### config.mk
export PLATFORM = sky130hd
export DESIGN_NAME = fcs_check_rx
export DESIGN_NICKNAME = d
export VERILOG_FILES = /design/src/rtl/fcs_check_rx.sv
export SDC_FILE = /design/constraint.sdc
export NUM_CORES = 1
export LEC_CHECK = 0
export BUFFER_PORTS_ARGS = -buffer_cell sky130_fd_sc_hd__clkbuf_2
export CORE_MARGIN = 5
export CORE_UTILIZATION = 50
export CTS_BUF_LIST = sky130_fd_sc_hd__clkbuf_2
export DETAILED_ROUTE_END_ITERATION = 16
export GPL_TIMING_DRIVEN = 0
export HOLD_SLACK_MARGIN = 0.03
export PLACE_DENSITY = 0.74
export SLEW_MARGIN = 10
export SYNTH_ARGS = -nofsm -noshare
export SYNTH_HDL_FRONTEND = slang
export SYNTH_SLANG_ARGS = --single-unit
### constraint.sdc
create_clock -name clk -period 3 [get_ports clk]
set_input_delay 0.6 -clock clk [delete_from_list [all_inputs] [get_ports clk]]
set_output_delay 0.6 -clock clk [all_outputs]
set_load 0.03 [all_outputs]
### src/rtl/fcs_check_rx.sv
// fcs_check_rx: bit-serial CRC-32 FCS checker.
// Recomputes CRC over the payload and compares it against the received FCS.
module fcs_check_rx #(
  parameter logic [31:0] STATE_INIT_VAL = 32'hFFFFFFFF,
  parameter logic [31:0] POLY           = 32'h04C11DB7,
  parameter int          LEN_W          = 16
) (
  input  logic             clk,
  input  logic             rst_n,
  input  logic             start,
  input  logic [LEN_W-1:0] len,
  input  logic             abort,
  input  logic             bit_valid,
  input  logic             s_in,
  output logic             busy,
  output logic             done,
  output logic             fcs_ok,
  output logic [5:0]       err_cnt,
  output logic [31:0]      crc_val
);

  localparam logic [1:0] S_IDLE = 2'd0;
  localparam logic [1:0] S_DATA = 2'd1;
  localparam logic [1:0] S_FCS  = 2'd2;
  localparam logic [1:0] S_DONE = 2'd3;

  logic [1:0]       r_state;
  logic [LEN_W:0]   r_cnt;
  logic [LEN_W-1:0] r_len;
  logic [31:0]      r_crc;
  logic [5:0]       r_err;
  logic             r_ok;

  logic             w_fb;
  logic [31:0]      w_crc_nxt;
  logic [LEN_W:0]   w_cnt_inc;
  logic             w_last_data;
  logic             w_last_fcs;
  logic [4:0]       w_idx;
  logic             w_mis;
  logic [5:0]       w_err_nxt;

  // Next-state helpers for the payload shift and FCS comparison
  always_comb begin
    w_fb        = r_crc[31] ^ s_in;
    w_crc_nxt   = {r_crc[30:0], 1'b0} ^ (w_fb ? POLY : 32'd0);
    w_cnt_inc   = r_cnt + (LEN_W+1)'(1);
    w_last_data = (w_cnt_inc == {1'b0, r_len});
    w_last_fcs  = (r_cnt[4:0] == 5'd31);
    w_idx       = 5'd31 - r_cnt[4:0];
    // received bit should equal the inverted CRC bit
    w_mis       = (s_in == r_crc[w_idx]);
    w_err_nxt   = r_err + {5'd0, w_mis};
  end

  // Frame sequencing, CRC accumulation and error counting
  always_ff @(posedge clk or negedge rst_n) begin
    if (!rst_n) begin
      r_state <= S_IDLE;
      r_cnt   <= '0;
      r_len   <= '0;
      r_crc   <= STATE_INIT_VAL;
      r_err   <= '0;
      r_ok    <= 1'b0;
    end else if (abort) begin
      r_state <= S_IDLE;
      r_ok    <= 1'b0;
    end else begin
      case (r_state)
        S_IDLE: begin
          if (start) begin
            r_crc   <= STATE_INIT_VAL;
            r_cnt   <= '0;
            r_err   <= '0;
            r_ok    <= 1'b0;
            r_len   <= len;
            r_state <= (len == '0) ? S_FCS : S_DATA;
          end
        end
        S_DATA: begin
          if (bit_valid) begin
            r_crc <= w_crc_nxt;
            if (w_last_data) begin
              r_cnt   <= '0;
              r_state <= S_FCS;
            end else begin
              r_cnt <= w_cnt_inc;
            end
          end
        end
        S_FCS: begin
          if (bit_valid) begin
            r_err <= w_err_nxt;
            r_cnt <= w_cnt_inc;
            if (w_last_fcs) begin
              r_ok    <= (w_err_nxt == 6'd0);
              r_state <= S_DONE;
            end
          end
        end
        default: r_state <= S_IDLE;
      endcase
    end
  end

  assign busy    = (r_state == S_DATA) || (r_state == S_FCS);
  assign done    = (r_state == S_DONE);
  assign fcs_ok  = r_ok;
  assign err_cnt = r_err;
  assign crc_val = r_crc;

endmodule

# Word level (Yosys, flattened, before mapping)
# Cells that the tools add are included.
dict set report word_totals {
  reg_bits 74
  input_bits 22
  out_inout_bits 41
  elab_cells 68
}
dict set report op_classes {
  addsub 3
  n_lt_le_gt_ge 1
  eq_ne 14
  muxes 27
  bitwise 3
  n_reduce_logical 14
}
# cell count
set ops {}
lappend ops {{2-to-1 mux 17 bit} 4}
lappend ops {{2-to-1 mux 32 bit} 2}
lappend ops {{one-hot mux 32 bit (2 select lines)} 1}
lappend ops {{one-hot mux 17 bit (3 select lines)} 1}
lappend ops {{XOR 32 x 27 -> 32 bit} 1}
lappend ops {{2-to-1 mux 27 bit} 1}
lappend ops {{adder 17 x 1 -> 17 bit, second input constant} 1}
lappend ops {{== test 17 x 16 -> 1 bit} 1}
lappend ops {{logical NOT 16 bit} 1}
lappend ops {{!= test 3 bit, second input constant} 5}
lappend ops {{2-to-1 mux 2 bit} 7}
lappend ops {{2-to-1 mux 6 bit} 2}
lappend ops {{one-hot mux 6 bit (2 select lines)} 1}
lappend ops {{AND reduction 4 bit} 3}
lappend ops {{AND reduction 5 bit} 2}
lappend ops {{adder 6 x 1 -> 6 bit} 1}
lappend ops {{logical NOT 6 bit} 1}
lappend ops {{less-than comparator 5 x 6 -> 1 bit, second input constant} 1}
lappend ops {{!= test 2 bit, second input constant} 3}
lappend ops {{one-hot mux 2 bit (3 select lines)} 1}
lappend ops {{nonzero test 3 bit} 2}
lappend ops {{binary-select mux 1 bit (select 5 bit)} 1}
lappend ops {{== test 5 bit, second input constant} 1}
lappend ops {{2-to-1 mux 1 bit} 5}
lappend ops {{other kinds (11)} 13}

# Logic depth before layout (Yosys ltp)
# Gate-level depths: netlist of run 1.
dict set report depth {
  ltp_word 10
  mapped_depth 13
  ltp_nobuf 12
}

# Least setup slack after synthesis of run 1
# Ideal clock, no wire load.
dict set report synth_timing {
  kind {register to register}
  from {register r_cnt[0]}
  to {register r_ok (netlist: fcs_ok)}
  setup_time_ns 0.083
  arrival_time_ns 2.891
  t_required_ns 2.917
  path_slack_ns 0.026
  path_stages_with_launch 11
  path_buffers 1
  period_less_slack_ns 2.974
  cell_sequence {dfrtp_1 -> buf_2 -> mux4_2 -> mux4_2 -> mux2i_1 -> xor2_1 -> ha_1 -> ha_1 -> nor4b_1 -> nand3_1 -> o21ai_0}
}
dict set report synth_via {
  elab_chain_cells 10
  elab_cells_between_ends 13
  classes_between {add/sub: 2; eq/ne: 3; mux: 6; reduce/logical: 2}
}
# element line
set synth_lines {}
lappend synth_lines {{start: declaration} 28} ;# logic [LEN_W:0] r_cnt;
lappend synth_lines {{start signal: assignment} 87} ;# r_cnt <= w_cnt_inc;
lappend synth_lines {{start signal: assignment} 94} ;# r_cnt <= w_cnt_inc;
lappend synth_lines {{subtractor 5 bit} 50} ;# w_idx = 5'd31 - r_cnt[4:0];
lappend synth_lines {{binary-select mux 1 bit (select 5 bit)} 52} ;# w_mis = (s_in == r_crc[w_idx]);
lappend synth_lines {{2-to-1 mux 1 bit (implied by the code)} 52}
lappend synth_lines {{== test 1 bit} 52}
lappend synth_lines {{adder 6 x 1 -> 6 bit} 53} ;# w_err_nxt = r_err + {5'd0, w_mis};
lappend synth_lines {{logical NOT 6 bit} 96} ;# r_ok <= (w_err_nxt == 6'd0);
lappend synth_lines {{2-to-1 mux 1 bit} 95} ;# if (w_last_fcs) begin
lappend synth_lines {{2-to-1 mux 1 bit} 92} ;# if (bit_valid) begin
lappend synth_lines {{one-hot mux 1 bit (2 select lines)} 69} ;# case (r_state)
lappend synth_lines {{2-to-1 mux 1 bit} 65} ;# end else if (abort) begin
lappend synth_lines {{end signal: assignment} 96}
lappend synth_lines {{end: declaration} 32} ;# logic r_ok;
# Parallel ways exist; a longest one is shown, timed or not. The select of a mux whose other input is x is not followed.
# A chain may end at the register's enable or synchronous reset.

# Worst setup path after layout of run 1
dict set report layout_timing {
  from {register r_cnt[0]}
  to {register r_cnt[6]}
}
dict set report layout_via {
  elab_chain_cells 5
  elab_cells_between_ends 6
  classes_between {add/sub: 1; eq/ne: 1; mux: 4}
}
# element line
set layout_lines {}
lappend layout_lines {{adder 17 x 1 -> 17 bit (*)} 47} ;# w_cnt_inc = r_cnt + (LEN_W+1)'(1);
lappend layout_lines {{== test 17 x 16 -> 1 bit} 48} ;# w_last_data = (w_cnt_inc == {1'b0, r_len});
lappend layout_lines {{2-to-1 mux 17 bit} 83} ;# if (w_last_data) begin
lappend layout_lines {{2-to-1 mux 17 bit} 81} ;# if (bit_valid) begin
lappend layout_lines {{one-hot mux 17 bit (3 select lines) (*)} 69}
# Mark *: on every way between the ends. The rest lies on a longest branch, timed or not. The select of a mux whose other input is x is not followed.

==> results of run 1 <==
## final cells by class
type,instances,area (µm²)
multi-input cells,295,2310
fillers,723,3490
plain buffers,28,144
well taps,108,135
repair buffers,72,418
inverters,22,82.6
clock inverters,6,113
clock buffers,10,50.0
flip-flops and latches,74,1890
## where the power goes
group | internal [mW] | switching [mW] | leakage, nW
Clock | 0.366 | 0.380 | 0.0931
Sequential | 1.43 | 0.323 | 0.886
Combinational | 0.880 | 1.32 | 1.17
## kinds of logic (layout without fill, tap and decap cells)
| family | Yosys count | after routing |
|---|---|---|
| simple gates | 113 | 113 |
| compound gates | 105 | 105 |
| flops | 74 | 74 |
| buf+inv | 51 | 138 |
| xor+xnor | 39 | 39 |
| mux | 30 | 30 |
| fa+ha+maj | 8 | 8 |
## per-layer routing
| metal | share of wire, % | up-vias |
|---|---|---|
| li1 | - | 1702 |
| met1 | 46 | 1782 |
| met2 | 49 | 94 |
| met3 | 3.9 | 13 |
| met4 | 1.2 | 0 |
| met5 | 0 | - |
## stage by stage
step / area (µm²) / setup TNS [ps] / std cells
after global placement: 4820 / -734 / 590
after detailed placement: 4850 / -1040 / 591
after global routing: 5140 / -213 / 615
after floorplan: 4370 / 0 / 420
after CTS: 5140 / -1.99 / 615
final: 5140 / 0 / 615
## cell usage after synthesis, drive strengths merged, types with 2 or more instances
library cell,n,share of area [%]
o41a,2,0.51
nor3,10,1.3
nor2,19,1.7
nor4,12,1.7
o22ai,2,0.29
and3,3,0.43
dfstp,32,19
and2,2,0.31
a22o,10,2.0
nor2b,9,1.3
o41ai,2,0.40
o21ai,40,4.7
a31oi,8,1.1
clkbuf,17,1.5
xnor2,16,3.2
a211oi,4,0.80
mux4,10,5.2
a21o,2,0.34
nand4,7,1.5
nand2,28,2.5
a211o,3,0.60
xor2,23,4.6
o31ai,2,0.34
ha,8,2.3
nand3,9,1.3
mux2,17,4.4
or3,5,0.74
dfrtp,42,24
o22a,13,2.6
and4,2,0.40
buf,12,1.9
mux2i,3,0.69
nor4b,2,0.74
inv,22,1.9
a21oi,9,1.0
## flip-flops by register name (all words and copies together) (netlist names)
| signal | flops |
|---|---|
| r_cnt | 17 |
| fcs_ok | 1 |
| r_len | 16 |
| crc_val | 32 |
| err_cnt | 6 |
| r_state | 2 |
## cell usage in the layout (no fill, tap or decap), types with 2 or more instances in the layout
master and n:
nand4_1 5, a22o_1 9, buf_4 9, buf_6 3, o22a_1 13, dfrtp_1 41, o31ai_1 2, a21o_1 2
nor2_1 17, buf_2 4, dfstp_2 32, o21ai_1 2, buf_1 2, ha_1 5, and3_1 3, nor3_1 9
a21oi_1 9, bufinv_16 3, xnor2_1 16, mux2i_1 2, nor2b_1 9, mux2_2 17, o41a_1 2, or3_1 4
nor2_2 2, a31oi_1 8, nand2_1 27, a211oi_2 3, nand3_1 7, clkbuf_1 14, ha_2 2, a211o_1 3
inv_1 22, xor2_1 23, clkbuf_2 74, o22ai_1 2, o21ai_0 37, nor4_1 12, and4_1 2, mux4_2 10
## worst max path at each step
stage                           end  slack [ps]  cells after the start                  from
2_1_floorplan    fcs_ok$_DFFE_PN0P_          30                     10  r_cnt[0]$_DFFE_PN0P_
3_3_place_gp     fcs_ok$_DFFE_PN0P_        -290                     10  r_cnt[0]$_DFFE_PN0P_
3_5_place_dp     fcs_ok$_DFFE_PN0P_        -280                     10  r_cnt[0]$_DFFE_PN0P_
4_1_cts          fcs_ok$_DFFE_PN0P_          -2                     11  r_cnt[0]$_DFFE_PN0P_
5_1_grt        r_cnt[8]$_DFFE_PN0P_         -50                     11  r_cnt[0]$_DFFE_PN0P_
6_report       r_cnt[6]$_DFFE_PN0P_          70                     11  r_cnt[0]$_DFFE_PN0P_
## what timing repair did
action                                  CTS  global route
hold buffers                              1             0
cloned                                    1             0
resized for setup                        12             8
setup buffers                             6             2
pin swaps                                 5            12
endpoints found under the setup margin   12            16
hold endpoints to repair                  9             0
==> flow_summary.json, run 1 <==
{
  "synthAdderAreaFrac_pct": 2.29,
  "final-max-slew-violation-count": 0,
  "powerDensity_mw_per_mm2": 913,
  "drv_cap": 0,
  "finalHoldViolations": 0,
  "coreArea_mm2": 0.00864,
  "antenna_found_initial": 0,
  "htree_levels": 3,
  "num_io_pins": 63,
  "insertion_delay_ps": 530,
  "tightest_slew_ps": 1020,
  "gp_congestion": 0.938,
  "portBuffers": 62,
  "rsz0062_at_grt": "true",
  "ys_seq_elements": 74,
  "regToRegEndpoint": "r_cnt[6]$_DFFE_PN0P_",
  "post-route-min-period_ps": 2930,
  "yosysSeqAreaShare_pct": 43.3,
  "start_util_pct": 50.6,
  "synth_top_family_by_area": "compound AO/OA/AOI/OAI gates",
  "hold_slack_ps": 307,
  "busiest_layer": "met2",
  "synthCells": 420,
  "nets": 532,
  "timing.fmax_mhz": 341,
  "hold_depth": 2,
  "pre_cts_ws_ps": -279,
  "fp-row-count": 34,
  "tritoncts": "done",
  "critPathMaxFanout": 10,
  "synth-simple-area-share_pct": 14.8,
  "grt_first_pass_wirelength_um": 18100,
  "timing.final.ws_setup_ps": 65.8,
  "die_h_um": 104,
  "drt-pass1-iter-count": 5,
  "synth.yosys.warnings": 0,
  "n_antenna_cell": 0,
  "routedWlPerCell_um": 17.6,
  "cp-end-kind": "register",
  "r2r_setup_slack_ps": 70,
  "use_met1_pct": 28.6,
  "grt_pass1_vias": 3586,
  "clockBufferDepth": 2,
  "fin_total_pwr_mw": 4.70,
  "rr_startpoint": "r_cnt[0]$_DFFE_PN0P_",
  "cp_slowest_stage_delay_ps": 470,
  "min-delay-start": "len[3]",
  "synthArstFlopShare_pct": 100,
  "hpwl_um": 7920,
  "critPathTopFamily": "compound AO/OA/AOI/OAI gates",
  "chipWidth_um": 104,
  "synth_nets": 450,
  "crit_required_ps": 3430,
  "status": "finished clean",
  "grt_max_degree": 57,
  "start_kind": "register",
  "fin_worst_skew_ps": 31.7,
  "clock-sinks": 74,
  "ant_nets": 0,
  "vias_per_cell": 5.84,
  "path_buf_inv": 1,
  "hold_class": "input pin to register",
  "cpMaxStageDelayCell": "dfrtp_2",
  "utilization_pct": 59.6,
  "vdd_drop_max_v": 0.000572,
  "clk_pin_slew_ps": 220,
  "cp_cell_sequence": "ha_2, and3_1, ha_1, xor2_1, a211oi_2, o2111ai_2, nor4b_4, a41o_2, buf_8, nor2_1, a211o_1",
  "grt-ovfl-total": 0,
  "crit_arrival_ps": 3370,
  "drtIter0Drc": 242,
  "hold-path-endpoint": "r_len[3]$_DFFE_PN0P_",
  "cts-root-buf": "clkbuf_2",
  "grt_use_met3_pct": 3.67,
  "synth-edff-count": 0,
  "area_growth_pct": 17.6,
  "finalSetupViolCount": 0,
  "drt-total-wl_um": 10800,
  "synth_ff_type": "dfrtp_1",
  "synth_mux_area_share_pct": 10.2,
  "gr-usage-met2_pct": 32.4,
  "die_area_mm2": 0.0107,
  "synth.avg_cell_area_um2": 10.4,
  "leakage_nw": 2.15,
  "synthDistinctLibCells": 65,
  "synth-xor-area-share_pct": 7.81,
  "worstSetupPathType": "register to register",
  "fin_crit_sh_pct": 97.8,
  "numCtsBuffers": 9,
  "layout-drive-gt1-share_pct": 36.5,
  "synth_compound_area_share_pct": 16.3,
  "drc": 0,
  "vias": 3591,
  "grt_usage_pct": 20.4,
  "reg2reg_depth": 11,
  "slew_headroom_pct": 31.3,
  "synth_area_mm2": 0.00437
}
(Power assumes the default switching activity.)
==> inputs of run 2 (changes only) <==
--- a/config.mk
+++ b/config.mk
@@ -10,7 +10,7 @@
 export CORE_UTILIZATION = 50
 export CTS_BUF_LIST = sky130_fd_sc_hd__clkbuf_2
 export DETAILED_ROUTE_END_ITERATION = 16
-export GPL_TIMING_DRIVEN = 0
+export GPL_TIMING_DRIVEN = 1
 export HOLD_SLACK_MARGIN = 0.03
 export PLACE_DENSITY = 0.74
 export SLEW_MARGIN = 10
==> flow_summary.json, run 2 (synthesis results as in run 1) <==
{
  "start_kind": "register",
  "drt-total-wl_um": 11000,
  "finalSetupViolCount": 1,
  "crit_required_ps": 3440,
  "critPathMaxFanout": 5,
  "fill_cells": 717,
  "hold_slack_ps": 85.7,
  "routedWlPerCell_um": 18.3,
  "portBuffers": 62,
  "worstSetupPathType": "register to register",
  "cp_slowest_stage_delay_ps": 490,
  "hold_class": "input pin to asynchronous set/reset pin",
  "mostFrequentLayoutCells": "clkbuf_2 (71), dfrtp_1 (42), o21ai_0 (35)",
  "start_util_pct": 50.6,
  "clock-sinks": 74,
  "num_io_pins": 63,
  "powerDensity_mw_per_mm2": 898,
  "clk_pin_slew_ps": 200,
  "multi_input_area_mm2": 0.00238,
  "n_antenna_cell": 0,
  "fin_setup_tns_ps": -5.46,
  "drc": 0,
  "vdd_drop_max_v": 0.000591,
  "leakage_nw": 2.17,
  "tightest_slew_ps": 872,
  "tritoncts": "done",
  "post-route-min-period_ps": 3010,
  "vias_per_cell": 6.05,
  "nets": 520,
  "largest_reg_flops": 32,
  "violations": "negative setup slack",
  "timing.fmax_mhz": 333,
  "clockBufferDepth": 2,
  "fin_crit_sh_pct": 100,
  "ant_nets": 0,
  "cp-end-kind": "register",
  "cp_cell_sequence": "buf_12, buf_8, mux4_2, mux4_2, mux2i_2, xor2_1, ha_2, nand2_2, o21ai_2, nand3_1, o41ai_2, nand3_1, o21ai_1",
  "drtIter0Drc": 309,
  "path_buf_inv": 2,
  "antenna_found_initial": 0,
  "grt_pass1_vias": 3614,
  "insertion_delay_ps": 500,
  "drt-pass1-iter-count": 5,
  "fin_worst_skew_ps": 29.7,
  "fp-row-count": 34,
  "coreArea_mm2": 0.00864,
  "final-max-slew-violation-count": 0,
  "layout_commonest_cell": "clkbuf_2",
  "grt_usage_pct": 20.0,
  "dp.cells": 578,
  "hold_buffers": 0,
  "grt_first_pass_wirelength_um": 17900,
  "cts-root-buf": "clkbuf_2",
  "grt_max_degree": 52,
  "layout-drive-gt1-share_pct": 39.2,
  "timing.final.ws_setup_ps": -5.46,
  "chipWidth_um": 104,
  "htree_levels": 3,
  "cpMaxStageDelayCell": "mux4_2",
  "gp_congestion": 0.907,
  "seq_area_mm2": 0.00189,
  "stdcell_count": 603,
  "slew_headroom_pct": 41.7,
  "grt-ovfl-total": 0,
  "die_h_um": 104,
  "critPathTopFamily": "multiplexers",
  "finalHoldViolations": 0,
  "area_growth_pct": 19.2,
  "vias": 3649,
  "pre_cts_ws_ps": -2.29,
  "crit_arrival_ps": 3440,
  "numCtsBuffers": 9,
  "drv_cap": 0,
  "die_area_mm2": 0.0107,
  "hpwl_um": 7880,
  "rsz0062_at_grt": "true",
  "status": "complete, but fails checks"
}
[run 2: worst paths after layout]
kind / start / endpoint / slack [ps] / depth (start not counted)
min in group clk: len[3] / r_len[3]$_DFFE_PN0P_ / 320 / 2
worst max register to register: r_cnt[0]$_DFFE_PN0P_ / fcs_ok$_DFFE_PN0P_ / -5 / 13
worst min-delay path: rst_n / err_cnt[0]$_DFFE_PN0P_ / 90 / 1
worst max-delay path: r_cnt[0]$_DFFE_PN0P_ / fcs_ok$_DFFE_PN0P_ / -5 / 13
max in group asynchronous: rst_n / crc_val[0]$_DFFE_PN1P_ / 2170 / 2
worst min register to register: crc_val[8]$_DFFE_PN1P_ / crc_val[9]$_DFFE_PN1P_ / 520 / 2
[run 2: report_power, final]
| part | leakage, nW | internal, mW | switching [mW] |
|---|---|---|---|
| clock network | 0.0833 | 0.276 | 0.353 |
| logic | 1.20 | 0.967 | 1.32 |
| registers | 0.887 | 1.43 | 0.337 |
[run 2: final cells by class]
cell class,count,share of cell area [%]
clock inverter,6,1.58
tap,108,2.59
inverter,22,1.58
timing repair buffer,88,11.4
clock buffer,10,0.960
sequential,74,36.3
multi-input combinational,295,45.6
[run 2: routing by layer]
| layer | global-route usage, % | routed length (µm) |
|---|---|---|
| met4 | 6.84 | 180 |
| met1 | 28.9 | 4900 |
| met3 | 3.86 | 610 |
| met2 | 30.1 | 5320 |
| met5 | 0 | 0 |
[run 2: timing repair]
item | CTS | global route
gates cloned | 0 | 1
pin swaps | 0 | 12
resized for setup | 1 | 27
endpoints found under the setup margin | 1 | 16
buffers inserted | 1 | 7
[run 2: through the flow]
step	instance area (µm²)	power [mW]	util, %
6_report	5210	4.68	60.3
4_1_cts	4990	4.53	57.8
5_1_grt	5210	4.96	60.3
3_3_place_gp	4850	3.82	56.1
2_1_floorplan	4370	3.27	-
3_5_place_dp	4850	3.90	56.1
